[config.mk]
export PLATFORM = sky130hd
export DESIGN_NAME = pipeline_dbg_seq_flat
export DESIGN_NICKNAME = d
export VERILOG_FILES = /design/src/rtl/pipeline_dbg_seq_if.sv /design/src/rtl/pipeline_dbg_seq.sv /design/src/flat_wrapper.sv
export SDC_FILE = /design/constraint.sdc
export NUM_CORES = 1
export LEC_CHECK = 0
export BUFFER_PORTS_ARGS = -buffer_cell sky130_fd_sc_hd__buf_2
export CAP_MARGIN = 0
export CORE_ASPECT_RATIO = 0.5
export CORE_MARGIN = 3
export CORE_UTILIZATION = 26
export DETAILED_ROUTE_END_ITERATION = 12
export SETUP_SLACK_MARGIN = 0.1
export SYNTH_ARGS = -nofsm -noshare
export SYNTH_HDL_FRONTEND = slang
export SYNTH_SLANG_ARGS = --single-unit
export TNS_END_PERCENT = 30
[constraint.sdc]
create_clock -name clk -period 2.55 [get_ports clk]
set_input_delay 0.1275 -clock clk [delete_from_list [all_inputs] [get_ports clk]]
set_output_delay 0.1275 -clock clk [all_outputs]
set_load 0.01 [all_outputs]
[src/rtl/pipeline_dbg_seq_if.sv]
// Host/pipeline-facing signal bundle for pipeline_dbg_seq.
// slave is the sequencer side; master is the host link plus pipeline side.
interface pipeline_dbg_seq_if #(
    parameter int unsigned DATA_W = 32,
    parameter int unsigned ADDR_W = 10,
    parameter int unsigned REG_AW = 5,
    parameter int unsigned CYC_W  = 16
);
    logic              start;
    logic [CYC_W-1:0]  run_cycles;

    logic              ld_valid;
    logic              ld_ready;
    logic [DATA_W-1:0] ld_data;
    logic              ld_last;

    logic              imem_we;
    logic [ADDR_W-1:0] imem_addr;
    logic [DATA_W-1:0] imem_wdata;

    logic              core_rst;
    logic              core_stall;
    logic [DATA_W-1:0] pc_in;

    logic [REG_AW-1:0] rf_raddr;
    logic [DATA_W-1:0] rf_rdata;

    logic              dump_valid;
    logic              dump_ready;
    logic [DATA_W-1:0] dump_data;
    logic              dump_last;

    logic              busy;
    logic              done;
    logic              ovf;

    modport master (
        output start, run_cycles, ld_valid, ld_data, ld_last, pc_in, rf_rdata, dump_ready,
        input  ld_ready, imem_we, imem_addr, imem_wdata, core_rst, core_stall, rf_raddr,
               dump_valid, dump_data, dump_last, busy, done, ovf
    );

    modport slave (
        input  start, run_cycles, ld_valid, ld_data, ld_last, pc_in, rf_rdata, dump_ready,
        output ld_ready, imem_we, imem_addr, imem_wdata, core_rst, core_stall, rf_raddr,
               dump_valid, dump_data, dump_last, busy, done, ovf
    );
endinterface

[src/rtl/pipeline_dbg_seq.sv]
// Bring-up sequencer: loads imem with the core held in reset, runs it, then dumps the regfile.
// Define PC_DUMP_EN to prepend the PC captured at halt to the dump stream.
module pipeline_dbg_seq #(
    parameter int unsigned DATA_W   = 32,
    parameter int unsigned ADDR_W   = 10,
    parameter int unsigned REG_AW   = 5,
    parameter int unsigned NUM_REGS = 32,
    parameter int unsigned CYC_W    = 16
) (
    input  logic                clk,
    input  logic                rst,
    pipeline_dbg_seq_if.slave   bus
);

`ifdef PC_DUMP_EN
    localparam int unsigned NumWords = NUM_REGS + 1;
`else
    localparam int unsigned NumWords = NUM_REGS;
`endif
    // One extra bit so the index can reach NumWords (a register count of 2^REG_AW plus the PC).
    localparam int unsigned IdxW = REG_AW + 1;

    typedef enum logic [2:0] {StIdle, StLoad, StRun, StHalt, StDump, StDone} state_e;

    state_e            state_q, state_d;
    logic [ADDR_W-1:0] addr_q;
    logic [CYC_W-1:0]  cyc_q;
    logic [IdxW-1:0]   idx_q;
    logic              ovf_q;
    logic              ld_ready_q;
    logic              core_rst_q;
    logic              core_stall_q;
    logic              busy_q;
    logic              done_q;
    logic              dump_valid_q;
    logic [DATA_W-1:0] dump_data_q;
    logic              dump_last_q;

    logic              ld_fire;
    logic              addr_full;
    logic              dump_fire;
    logic              dump_load;
    logic [CYC_W-1:0]  run_len;
    logic [IdxW-1:0]   rf_idx;
    logic [DATA_W-1:0] dump_word;

    assign ld_fire   = bus.ld_valid & ld_ready_q;
    assign addr_full = (addr_q == {ADDR_W{1'b1}});
    assign dump_fire = dump_valid_q & bus.dump_ready;
    assign dump_load = (state_q == StDump) && (!dump_valid_q || bus.dump_ready) &&
                       (idx_q < IdxW'(NumWords));
    // RUN counts down to zero inclusive, so a zero request still yields one cycle.
    assign run_len   = (bus.run_cycles == '0) ? '0 : bus.run_cycles - 1'b1;

`ifdef PC_DUMP_EN
    logic [DATA_W-1:0] pc_q;

    assign rf_idx    = (idx_q == '0) ? '0 : idx_q - 1'b1;
    assign dump_word = (idx_q == '0) ? pc_q : bus.rf_rdata;

    always_ff @(posedge clk or negedge rst) begin
        if (!rst) begin
            pc_q <= '0;
        end else if (state_q == StHalt) begin
            pc_q <= bus.pc_in;
        end
    end
`else
    logic unused_pc;

    assign unused_pc = ^bus.pc_in;
    assign rf_idx    = idx_q;
    assign dump_word = bus.rf_rdata;
`endif

    always_comb begin
        state_d = state_q;
        unique case (state_q)
            StIdle, StDone: if (bus.start) state_d = StLoad;
            StLoad:         if (ld_fire && (bus.ld_last || addr_full)) state_d = StRun;
            StRun:          if (cyc_q == '0) state_d = StHalt;
            StHalt:         state_d = StDump;
            StDump:         if (dump_fire && dump_last_q) state_d = StDone;
            default:        state_d = StIdle;
        endcase
    end

    always_ff @(posedge clk or negedge rst) begin
        if (!rst) begin
            state_q      <= StIdle;
            addr_q       <= '0;
            cyc_q        <= '0;
            idx_q        <= '0;
            ovf_q        <= 1'b0;
            ld_ready_q   <= 1'b0;
            core_rst_q   <= 1'b0;
            core_stall_q <= 1'b0;
            busy_q       <= 1'b0;
            done_q       <= 1'b0;
            dump_valid_q <= 1'b0;
            dump_data_q  <= '0;
            dump_last_q  <= 1'b0;
        end else begin
            state_q      <= state_d;
            ld_ready_q   <= (state_d == StLoad);
            core_rst_q   <= !(state_d inside {StIdle, StLoad});
            core_stall_q <= state_d inside {StHalt, StDump, StDone};
            busy_q       <= state_d inside {StLoad, StRun, StHalt, StDump};
            done_q       <= (state_d == StDone);

            case (state_q)
                StIdle, StDone: begin
                    if (bus.start) begin
                        addr_q <= '0;
                        idx_q  <= '0;
                        ovf_q  <= 1'b0;
                        cyc_q  <= run_len;
                    end
                end
                StLoad: begin
                    // The top address is written once and never wrapped past.
                    if (ld_fire) begin
                        if (!addr_full) begin
                            addr_q <= addr_q + 1'b1;
                        end else if (!bus.ld_last) begin
                            ovf_q <= 1'b1;
                        end
                    end
                end
                StRun: begin
                    if (cyc_q != '0) begin
                        cyc_q <= cyc_q - 1'b1;
                    end
                end
                StDump: begin
                    if (dump_load) begin
                        dump_valid_q <= 1'b1;
                        dump_data_q  <= dump_word;
                        dump_last_q  <= (idx_q == IdxW'(NumWords - 1));
                        idx_q        <= idx_q + 1'b1;
                    end else if (dump_fire) begin
                        dump_valid_q <= 1'b0;
                        dump_last_q  <= 1'b0;
                    end
                end
                default: ;
            endcase
        end
    end

    assign bus.ld_ready   = ld_ready_q;
    assign bus.imem_we    = ld_fire;
    assign bus.imem_addr  = addr_q;
    assign bus.imem_wdata = ld_fire ? bus.ld_data : '0;
    assign bus.core_rst   = core_rst_q;
    assign bus.core_stall = core_stall_q;
    assign bus.rf_raddr   = (state_q == StDump) ? REG_AW'(rf_idx) : '0;
    assign bus.dump_valid = dump_valid_q;
    assign bus.dump_data  = dump_data_q;
    assign bus.dump_last  = dump_last_q;
    assign bus.busy       = busy_q;
    assign bus.done       = done_q;
    assign bus.ovf        = ovf_q;

endmodule

[src/flat_wrapper.sv]
// flat-port wrapper written by rule: the top's interface ports become plain ports
module pipeline_dbg_seq_flat 
#(
    parameter int unsigned DATA_W   = 32,
    parameter int unsigned ADDR_W   = 10,
    parameter int unsigned REG_AW   = 5,
    parameter int unsigned NUM_REGS = 32,
    parameter int unsigned CYC_W    = 16
)
  (clk, rst, bus_start, bus_run_cycles, bus_ld_valid, bus_ld_data, bus_ld_last, bus_pc_in, bus_rf_rdata, bus_dump_ready, bus_ld_ready, bus_imem_we, bus_imem_addr, bus_imem_wdata, bus_core_rst, bus_core_stall, bus_rf_raddr, bus_dump_valid, bus_dump_data, bus_dump_last, bus_busy, bus_done, bus_ovf);
  pipeline_dbg_seq_if #(.DATA_W(DATA_W), .ADDR_W(ADDR_W), .REG_AW(REG_AW), .CYC_W(CYC_W)) bus_i ();
  input  logic clk;
  input  logic rst;
  input wire logic [$bits(bus_i.start)-1:0] bus_start;
  input wire logic [$bits(bus_i.run_cycles)-1:0] bus_run_cycles;
  input wire logic [$bits(bus_i.ld_valid)-1:0] bus_ld_valid;
  input wire logic [$bits(bus_i.ld_data)-1:0] bus_ld_data;
  input wire logic [$bits(bus_i.ld_last)-1:0] bus_ld_last;
  input wire logic [$bits(bus_i.pc_in)-1:0] bus_pc_in;
  input wire logic [$bits(bus_i.rf_rdata)-1:0] bus_rf_rdata;
  input wire logic [$bits(bus_i.dump_ready)-1:0] bus_dump_ready;
  output wire logic [$bits(bus_i.ld_ready)-1:0] bus_ld_ready;
  output wire logic [$bits(bus_i.imem_we)-1:0] bus_imem_we;
  output wire logic [$bits(bus_i.imem_addr)-1:0] bus_imem_addr;
  output wire logic [$bits(bus_i.imem_wdata)-1:0] bus_imem_wdata;
  output wire logic [$bits(bus_i.core_rst)-1:0] bus_core_rst;
  output wire logic [$bits(bus_i.core_stall)-1:0] bus_core_stall;
  output wire logic [$bits(bus_i.rf_raddr)-1:0] bus_rf_raddr;
  output wire logic [$bits(bus_i.dump_valid)-1:0] bus_dump_valid;
  output wire logic [$bits(bus_i.dump_data)-1:0] bus_dump_data;
  output wire logic [$bits(bus_i.dump_last)-1:0] bus_dump_last;
  output wire logic [$bits(bus_i.busy)-1:0] bus_busy;
  output wire logic [$bits(bus_i.done)-1:0] bus_done;
  output wire logic [$bits(bus_i.ovf)-1:0] bus_ovf;
  assign bus_i.start = bus_start;
  assign bus_i.run_cycles = bus_run_cycles;
  assign bus_i.ld_valid = bus_ld_valid;
  assign bus_i.ld_data = bus_ld_data;
  assign bus_i.ld_last = bus_ld_last;
  assign bus_i.pc_in = bus_pc_in;
  assign bus_i.rf_rdata = bus_rf_rdata;
  assign bus_i.dump_ready = bus_dump_ready;
  assign bus_ld_ready = bus_i.ld_ready;
  assign bus_imem_we = bus_i.imem_we;
  assign bus_imem_addr = bus_i.imem_addr;
  assign bus_imem_wdata = bus_i.imem_wdata;
  assign bus_core_rst = bus_i.core_rst;
  assign bus_core_stall = bus_i.core_stall;
  assign bus_rf_raddr = bus_i.rf_raddr;
  assign bus_dump_valid = bus_i.dump_valid;
  assign bus_dump_data = bus_i.dump_data;
  assign bus_dump_last = bus_i.dump_last;
  assign bus_busy = bus_i.busy;
  assign bus_done = bus_i.done;
  assign bus_ovf = bus_i.ovf;
  pipeline_dbg_seq #(.DATA_W(DATA_W), .ADDR_W(ADDR_W), .REG_AW(REG_AW), .NUM_REGS(NUM_REGS), .CYC_W(CYC_W)) u_core (.clk(clk), .rst(rst), .bus(bus_i));
endmodule
==> results.cfg, run 1 <==
[floorplan]
rows = 31
initial_core_util_pct = 27.3
ioPinCount = 206
core-area_um2 = 14900
die_x_um = 183
die_area_um2 = 17200
die_h_um = 94.4

[power]
power.share.clock_pct = 25.0
vdd_ir_drop_max_mv = 0.393
pwr-share-comb_pct = 39.0
p_per_area_nw_per_um2 = 999
p_sw_share_pct = 35.6
p_int_mw = 3.57
switching_power_mw = 1.97
power.leakage_nw = 2.68
pwr-share-seq_pct = 36.0

[route]
avgViaCountPerCell = 4.80
num_vias = 3840
wl_per_cell_um = 14.0
drtIter0Drc = 168
post-route-drc-count = 0
final_antenna_net_count = 0
routed_wl_mm = 11.2
dr.pass1.iters = 5

[synthesis]
synth-simple-area-share_pct = 24.7
synth_cells = 420
synth_edf_count = 0
synth.yosys.seq_area_share_pct = 46.2
synth_top_family_by_area = simple AND/OR/NAND/NOR gates
synth-adder-area-share_pct = 1.23
synth_area_um2 = 4060
syn_area_per_cell_um2 = 9.67
synth_cell_type_count = 49
yosysWarnings = 0
synth-compound-area-share_pct = 9.89
ys_seq_elements = 75
synth_xor_area_share_pct = 3.88
synthMuxAreaShare_pct = 10.4
syn-num-nets = 542
synth_async_sr_flop_share_pct = 100
synthFlopType = dfrtp_1

[sta]
fmax_mhz = 436
rsz0062_at_grt = false
finalWorstSetupSlack_ns = 0.257
finalCriticalPeriod_ns = 2.29
worst_pin_slew_ns = 0.956
setup_viol = 0
hold_viol = 0
whs_ns = 0.0234
finalSetupTns_ns = 0
finClkSkew_ns = 0.00781
post-route-period-util_pct = 89.9
slew_headroom_pct = 36.3
drv_slew = 0

[worst_setup_path]
path_cells = or4_1 > or4_4 > or3_1 > or3_1 > o211ai_2
cpMostUsedCell = or3_1
startpoint_type = register
crit_required_ns = 2.81
startpoint = u_core.cyc_q[10]
slowest_delay_ns = 0.57
timing.rr.start = u_core.cyc_q[10]
reg2reg_to = u_core.cyc_q[15]
worst-r2r-cell-count = 5
crit_slowest_cell = or4_1
critPathKind = register to register
worst_ep_arrival_time_ns = 2.55
critPathCapture = u_core.cyc_q[15]
r2r_setup_slack_ns = 0.26
critPathMaxFanout = 4
end_kind = register

[global_route]
grt_usage_pct = 12.9
grt_overflow = 0
first_global_vias = 3646
grt_max_degree = 76
antenna_found_initial = 0
grt_pass1_wl_mm = 18.1

[worst_hold_path]
min_path_cells = 2
hp-class = input port to register

[placement]
dp_slack_ns = 0.272
portBuffers = 173
gp_congestion = 0.856
hpwl_mm = 8.31

[job]
drv_cap = 0

[final_layout]
layout-drive-gt1-share_pct = 41.2
final_cell_mix = 172 x buf_2, 75 x dfrtp_1, 43 x nor2_1
fillers = 1491
final_nets = 719
n_antenna_cell = 0
area_growth_pct = 36.6
final_common_cell = buf_2

[clocking]
h-tree-depth = 3
worstSkewPairLatency_ns = 0.33
cts_buffers = 9
clk_pin_slew_ns = 0.06
clock-sinks = 75
cts.root.buffer_cell = clkbuf_16
hold_buffers = 1
postCtsSetupBuffers = 0
cts.path.max_buffers = 2
cts_tree = built
cts-resized-gates = 0

[run_status]
status = finished clean
[area by class of cell]
type | count | area, um2 | area share (%)
Clock inverter | 4 | 72.6 | 1.31
Clock buffer | 12 | 256 | 4.62
Inverter | 13 | 48.8 | 0.880
Tap cell | 198 | 248 | 4.47
Multi-Input combinational cell | 309 | 2040 | 36.8
Sequential cell | 75 | 1880 | 33.8
Timing Repair Buffer | 189 | 1000 | 18.1
[worst max-delay path, delay by kind of cell, from the launching register on]
kind / cells / cell delay, ns
compound gates: 1 / 0.06
flops: 1 / 0.39
simple gates: 4 / 1.77
[Yosys cell counts, types with 5 or more instances]
library cell,instances,share of area (%)
nand2_1,23,2.1
nand3_1,10,1.2
inv_1,13,1.2
and3_1,32,4.9
dfrtp_1,75,46
and2_1,5,0.77
nand4_1,6,0.92
xnor2_1,11,2.4
o21ai_0,20,2.5
or3_1,10,1.5
nor2_1,43,4.0
clkbuf_1,18,1.7
mux2_2,35,9.7
nor4_1,10,1.5
xor2_1,7,1.5
nor3_1,20,2.5
a21oi_1,13,1.6
or4_1,9,1.7
[flip-flops by register name, summed over array words and instances, names as in the netlist]
register	flops
u_core.bus.imem_addr	10
u_core.bus.busy	1
u_core.bus.core_rst	1
u_core.bus.ld_ready	1
u_core.bus.core_stall	1
u_core.bus.dump_last	1
u_core.state_q	3
u_core.bus.ovf	1
u_core.cyc_q	16
u_core.bus.dump_valid	1
u_core.bus.done	1
u_core.idx_q	6
u_core.bus.dump_data	32
[logic make-up (layout without fill, tap and decap cells)]
family,after synthesis,after routing
compound gates,61,61
xor+xnor,18,18
fa+ha+maj,4,4
buf+inv,36,218
flops,75,75
mux,38,38
simple gates,188,188
[routing by layer]
metal / wire length [um] / track usage (%)
met1: 4760 / 15.6
met2: 5580 / 23.5
met3: 757 / 2.62
met4: 113 / 3.80
met5: 0 / 0
[power by group through the flow]
| stage | logic, mW | registers, mW | clock network [mW] |
|---|---|---|---|
| floorplan | 1.16 | 2.14 | 0 |
| global placement | 2.15 | 1.99 | 0 |
| detailed placement | 2.19 | 2.01 | 0 |
| CTS | 2.19 | 2.00 | 1.43 |
| global route | 2.42 | 2.08 | 1.48 |
| finish | 2.16 | 2.00 | 1.38 |
[worst min path at each step]
| stage | slack, ns | end | from |
|---|---|---|---|
| after floorplan | -0.17 | u_core.bus.busy | rst |
| after global placement | 0.35 | u_core.bus.dump_data[31] | rst |
| after detailed placement | 0.35 | u_core.bus.dump_data[9] | rst |
| after CTS | 0.008 | u_core.bus.dump_data[9] | bus_rf_rdata[9] |
| after global routing | 0.01 | u_core.bus.dump_data[19] | bus_rf_rdata[19] |
| final | 0.02 | u_core.bus.dump_data[9] | bus_rf_rdata[9] |
[metrics by stage]
step                std cells  instance area (um2)  power, mW  util (%)
global route              800                 5550       5.98      37.3
detailed placement        783                 5210       4.20      35.1
finish                    800                 5550       5.54      37.3
floorplan                 420                 4060       3.30         -
global placement          783                 5210       4.14      35.1
CTS                       800                 5550       5.63      37.3
(Power assumes the default switching activity.)
==> run 2, diff against run 1 <==
--- a/config.mk
+++ b/config.mk
@@ -5,6 +5,7 @@
 export SDC_FILE = /design/constraint.sdc
 export NUM_CORES = 1
 export LEC_CHECK = 0
+export ABC_AREA = 1
 export BUFFER_PORTS_ARGS = -buffer_cell sky130_fd_sc_hd__buf_2
 export CAP_MARGIN = 0
 export CORE_ASPECT_RATIO = 0.5
==> constraint.sdc (replaced) <==
create_clock -name clk -period 2.55 [get_ports clk]
set_input_delay 0.1275 -clock clk [delete_from_list [all_inputs] [get_ports clk]]
set_output_delay 0.1275 -clock clk [all_outputs]
set_load 0.05 [all_outputs]
==> run 2 against run 1 <==
  * Synthesized cell count is 38% higher
  * Clock-buffer cell count is 3 lower
  * Cell count is 24% higher
  * Combinational power is 91% higher
  * Fmax is 18% higher
==> results.cfg, run 2 <==
[synthesis]
synth_top_area_cell = dfrtp_1
synth_common_cells = 122 x nand2_1, 97 x nor2_1, 87 x inv_1
synthFlopType = dfrtp_1
ys_seq_elements = 75
synthTopCellsByArea = dfrtp_1 40%, nand2_1 9.9%, mux2_4 8.4%
synth.most_common_cell = nand2_1
syn-num-nets = 703
syn_area_per_cell_um2 = 8.00
synth_cell_type_count = 35
synth_cells = 581
yosysWarnings = 0
synth.yosys.seq_area_share_pct = 40.4
synth_edf_count = 0
synth_top_area_share_pct = 40.4
synth_area_um2 = 4650
synth_async_sr_flop_share_pct = 100

[final_layout]
finalNonFillerCells = 991
area_growth_pct = 30.5
largest_reg_flops = 32
final_common_cell = buf_2
n_antenna_cell = 0
final_cell_mix = 172 x buf_2, 122 x nand2_1, 97 x nor2_1
final_nets = 881
layout-drive-gt1-share_pct = 34.6

[clocking]
clk_pin_slew_ns = 0.07
worstSkewPairLatency_ns = 0.34
clock-sinks = 75
cts_tree = built
cts.root.buffer_cell = clkbuf_16
cts.path.max_buffers = 2
h-tree-depth = 3
cts-resized-gates = 0
cts_buffers = 9

[floorplan]
die_x_um = 195
die_area_um2 = 19600
core-area_um2 = 16900
die_h_um = 101
initial_core_util_pct = 27.5
rows = 33
ioPinCount = 206

[route]
final_antenna_net_count = 0
post-route-drc-count = 0
num_vias = 4213
avgViaCountPerCell = 4.25
drtIter0Drc = 216
routed_wl_mm = 12.5
routed-wl-met2_mm = 6.08
dr.pass1.iters = 4
wl_met1_mm = 5.88
wl_per_cell_um = 12.6
routed-wl-met3_um = 361
highest_layer = met4

[sta]
worst_pin_slew_ns = 0.980
setup_viol = 0
whs_ns = 0.0135
post-route-period-util_pct = 76.2
finalSetupTns_ns = 0
drv_slew = 0
rsz0062_at_grt = false
finalWorstSetupSlack_ns = 0.608
finalCriticalPeriod_ns = 1.94
fmax_mhz = 515
finClkSkew_ns = 0.00882
hold_viol = 0
slew_headroom_pct = 34.7

[power]
vdd_ir_drop_max_mv = 0.356
power.leakage_nw = 3.39
p_total_mw = 7.47
p_per_area_nw_per_um2 = 1230

[placement]
dp_slack_ns = 0.610
hpwl_mm = 9.52
gp_congestion = 0.864
dp_cells = 972
portBuffers = 173

[worst_setup_path]
critPathKind = register to register
slowest_delay_ns = 0.46
crit_slowest_cell = dfrtp_1
critPathMaxFanout = 37
crit_buf_inv = 1
end_kind = register
path_cells = inv_2 > nand3_4 > nor2_8 > nand2_4 > nand2_4 > nand2_1 > nor2_2 > nand2_1 > a21oi_1
worst_ep_arrival_time_ns = 2.20
crit_family = simple AND/OR/NAND/NOR gates
crit_required_ns = 2.81
startpoint_type = register

[global_route]
grt_overflow = 0
first_global_vias = 4114
grt_max_degree = 76
grt_usage_pct = 12.5
antenna_found_initial = 0
grt_pass1_wl_mm = 20.3

[run_status]
status = finished clean

[worst_hold_path]
hp-class = input port to register

[job]
drv_cap = 0
run 2: layout make-up:
type | instances | area (um2)
well taps | 227 | 284
multi-input cells | 399 | 2310
inverters | 94 | 355
flip-flops and latches | 75 | 1880
clock buffers | 9 | 225
repair buffers | 180 | 928
fillers | 1803 | 10900
clock inverters | 7 | 83.8
run 2: cells by family after synthesis:
group | count (synthesis) | synth area share [%]
xor+xnor | 15 | 2.83
buf+inv | 107 | 9.91
compound gates | 50 | 6.62
mux | 32 | 9.85
fa+ha+maj | 4 | 1.08
simple gates | 298 | 29.3
flops | 75 | 40.4
run 2: power breakdown:
part	switching, mW	total [mW]	internal, mW	leakage [nW]
combinational	2.92	4.12	1.20	2.29
clock	0.555	1.33	0.775	0.149
sequential	0.344	2.02	1.68	0.950
run 2: through the flow:
stage	area (um2)	utilization, %
final	6060	35.8
after global routing	6060	35.8
after CTS	6060	35.8
after detailed placement	5730	33.8
after global placement	5730	33.8
after floorplan	4650	-
run 2: worst reg2reg max path: stages, from the launching register on:
cell	delay (ns)
dfrtp_1	0.46
inv_2	0.16
nand3_4	0.16
nor2_8	0.15
nand2_4	0.35
nand2_4	0.24
nand2_1	0.08
nor2_2	0.10
nand2_1	0.05
a21oi_1	0.12
run 2: what timing repair did:
action / CTS / global route
buffers inserted: 0 / 0
hold buffers: 3 / 0
endpoints found under the hold margin: 28 / 0
endpoints found under the setup margin: 0 / 0
run 2: final timing paths:
path                                           from  slack [ns]                        to  cells past startpoint
max                               u_core.state_q[0]        0.61           u_core.idx_q[5]                      9
min                                bus_rf_rdata[28]        0.01  u_core.bus.dump_data[28]                      2
max reg2reg                       u_core.state_q[0]        0.61           u_core.idx_q[5]                      9
min reg2reg                u_core.bus.dump_data[14]        0.50  u_core.bus.dump_data[14]                      1
max in group asynchronous                       rst        1.43           u_core.cyc_q[7]                      2
min in group asynchronous                       rst        0.49   u_core.bus.dump_data[6]                      2
run 2: routing by layer:
metal,global-route usage (%),up-vias
met1,16.5,1927
met3,2.44,19
met4,3.67,0
met5,0,-
li1,-,2187
met2,21.1,80
==> run 3, diff against run 2 <==
==> constraint.sdc (replaced) <==
create_clock -name clk -period 1.9 [get_ports clk]
set_input_delay 0.095 -clock clk [delete_from_list [all_inputs] [get_ports clk]]
set_output_delay 0.095 -clock clk [all_outputs]
set_load 0.05 [all_outputs]
==> run 3 against run 2 <==
  * Clock skew is 0.0013 ns lower
  * Hold slack better by 0.092 ns
  * Cell count grew 3.8%
  * Sequential share of layout area decreased by 2.0 points
  * First-iteration DRC count decreased by 19%
  * Die area stayed put
  * Setup slack worse by 0.36 ns
==> results.cfg, run 3 (synthesis gave the netlist of run 2 again) <==
[sta]
finalWorstSetupSlack_ns = 0.247
fmax_mhz = 605
worst_pin_slew_ns = 0.427
post-route-period-util_pct = 87.0
finClkSkew_ns = 0.00752
finalCriticalPeriod_ns = 1.65
drv_slew = 0
setup_viol = 0
rsz0062_at_grt = false
hold_viol = 0
slew_headroom_pct = 71.4
finalSetupTns_ns = 0

[placement]
hpwl_mm = 9.43
dp_slack_ns = 0.119
portBuffers = 173
place_area_um2 = 5800
gp_congestion = 0.883

[route]
final_antenna_net_count = 0
dr.pass1.iters = 4
num_vias = 4382
wl_per_cell_um = 12.3
drtIter0Drc = 175
routed_wl_mm = 12.6
avgViaCountPerCell = 4.26
post-route-drc-count = 0

[worst_setup_path]
worst_ep_arrival_time_ns = 1.87
startpoint_type = register
critPathMaxFanout = 18
critPathKind = register to register
end_kind = register
crit_required_ns = 2.11
startpoint = u_core.state_q[0]
timing.rr.start = u_core.state_q[0]

[final_layout]
fillers = 1739
layout-drive-gt1-share_pct = 34.9
largest_reg_flops = 32
area_growth_pct = 39.8
n_antenna_cell = 0
final_nets = 919
final_cell_mix = 172 x buf_2, 121 x nand2_1, 97 x nor2_1
fin_area_um2 = 6500
final_common_cell = buf_2

[power]
p_sw_share_pct = 49.8
switching_power_mw = 5.12
pwr-share-comb_pct = 55.6
p_per_area_nw_per_um2 = 1580
vdd_ir_drop_max_mv = 0.625
power.share.clock_pct = 17.6
power.leakage_nw = 3.56
p_total_mw = 10.3
p_int_mw = 5.16
pwr-share-seq_pct = 26.7

[job]
drv_cap = 0

[worst_hold_path]
hold_start = bus_ld_last
hp-class = input port to register

[clocking]
cts_buffers = 9
cts.root.buffer_cell = clkbuf_16
worstSkewPairLatency_ns = 0.33
h-tree-depth = 3
clk_pin_slew_ns = 0.06
cts.path.max_buffers = 2
cts_tree = built
clock-sinks = 75

[run_status]
status = finished clean

[floorplan]
die_x_um = 195
initial_core_util_pct = 27.5
core-area_um2 = 16900
ioPinCount = 206
die_h_um = 101
rows = 33
die_area_um2 = 19600

[global_route]
grt_pass1_wl_mm = 20.6
first_global_vias = 4296
grt_usage_pct = 12.7
grt_max_degree = 76
grt_overflow = 0
antenna_found_initial = 0
==> run 3: layout make-up <==
class                   instances  area [um2]  area share [%]
repair buffers                218        1310            20.2
clock inverters                 5        77.6            1.19
well taps                     227         284            4.37
flip-flops and latches         75        1880            28.9
inverters                      94         362            5.56
clock buffers                  11         233            3.58
multi-input cells             399        2350            36.1
==> run 3: power by group through the flow <==
stage	Sequential, mW	Clock (mW)	Combinational [mW]
after global placement	2.73	0	5.53
after global routing	2.84	1.94	6.21
after floorplan	4.13	0	2.98
after CTS	2.73	1.88	5.67
final	2.75	1.81	5.72
after detailed placement	2.74	0	5.60
==> run 3: path summary, 6_finish.rpt <==
kind / to / cells after the start / slack, ns
min in group asynchronous: u_core.cyc_q[13] / 3 / 0.33
hold / removal: u_core.bus.ovf / 4 / 0.11
hold reg to reg: u_core.bus.dump_data[12] / 1 / 0.50
max in group asynchronous: u_core.bus.dump_valid / 3 / 1.23
setup / recovery: u_core.bus.dump_data[2] / 6 / 0.25
setup reg to reg: u_core.bus.dump_data[2] / 6 / 0.25
==> run 3: repair_timing <==
action / CTS / global route
buffers inserted: 0 / 3
hold endpoints to repair: 107 / 0
gates resized for setup: 0 / 8
setup endpoints to repair: 0 / 28
hold buffers: 33 / 0
==> run 3: worst max-delay path, cell delays in order (launching register included) <==
cell	delay (ns)
dfrtp_1	0.45
inv_2	0.15
nand3_4	0.15
nor2_8	0.14
nand2_4	0.13
buf_12	0.20
mux2_4	0.30
==> run 3: per-layer routing <==
metal / track usage, % / vias up / routed length [um]
li1: - / 2265 / -
met1: 16.4 / 2028 / 5740
met2: 22.0 / 74 / 6190
met3: 2.90 / 15 / 527
met4: 3.12 / 0 / 170
met5: 0 / - / 0
==> run 3: per-stage QoR <==
step	utilization, %	std cells	hold slack [ns]
after global placement	34.2	977	0.155
final	38.4	1029	0.106
after global routing	38.4	1029	0.121
after CTS	38.0	1026	0.0809
after detailed placement	34.2	977	0.157
after floorplan	-	581	-0.201
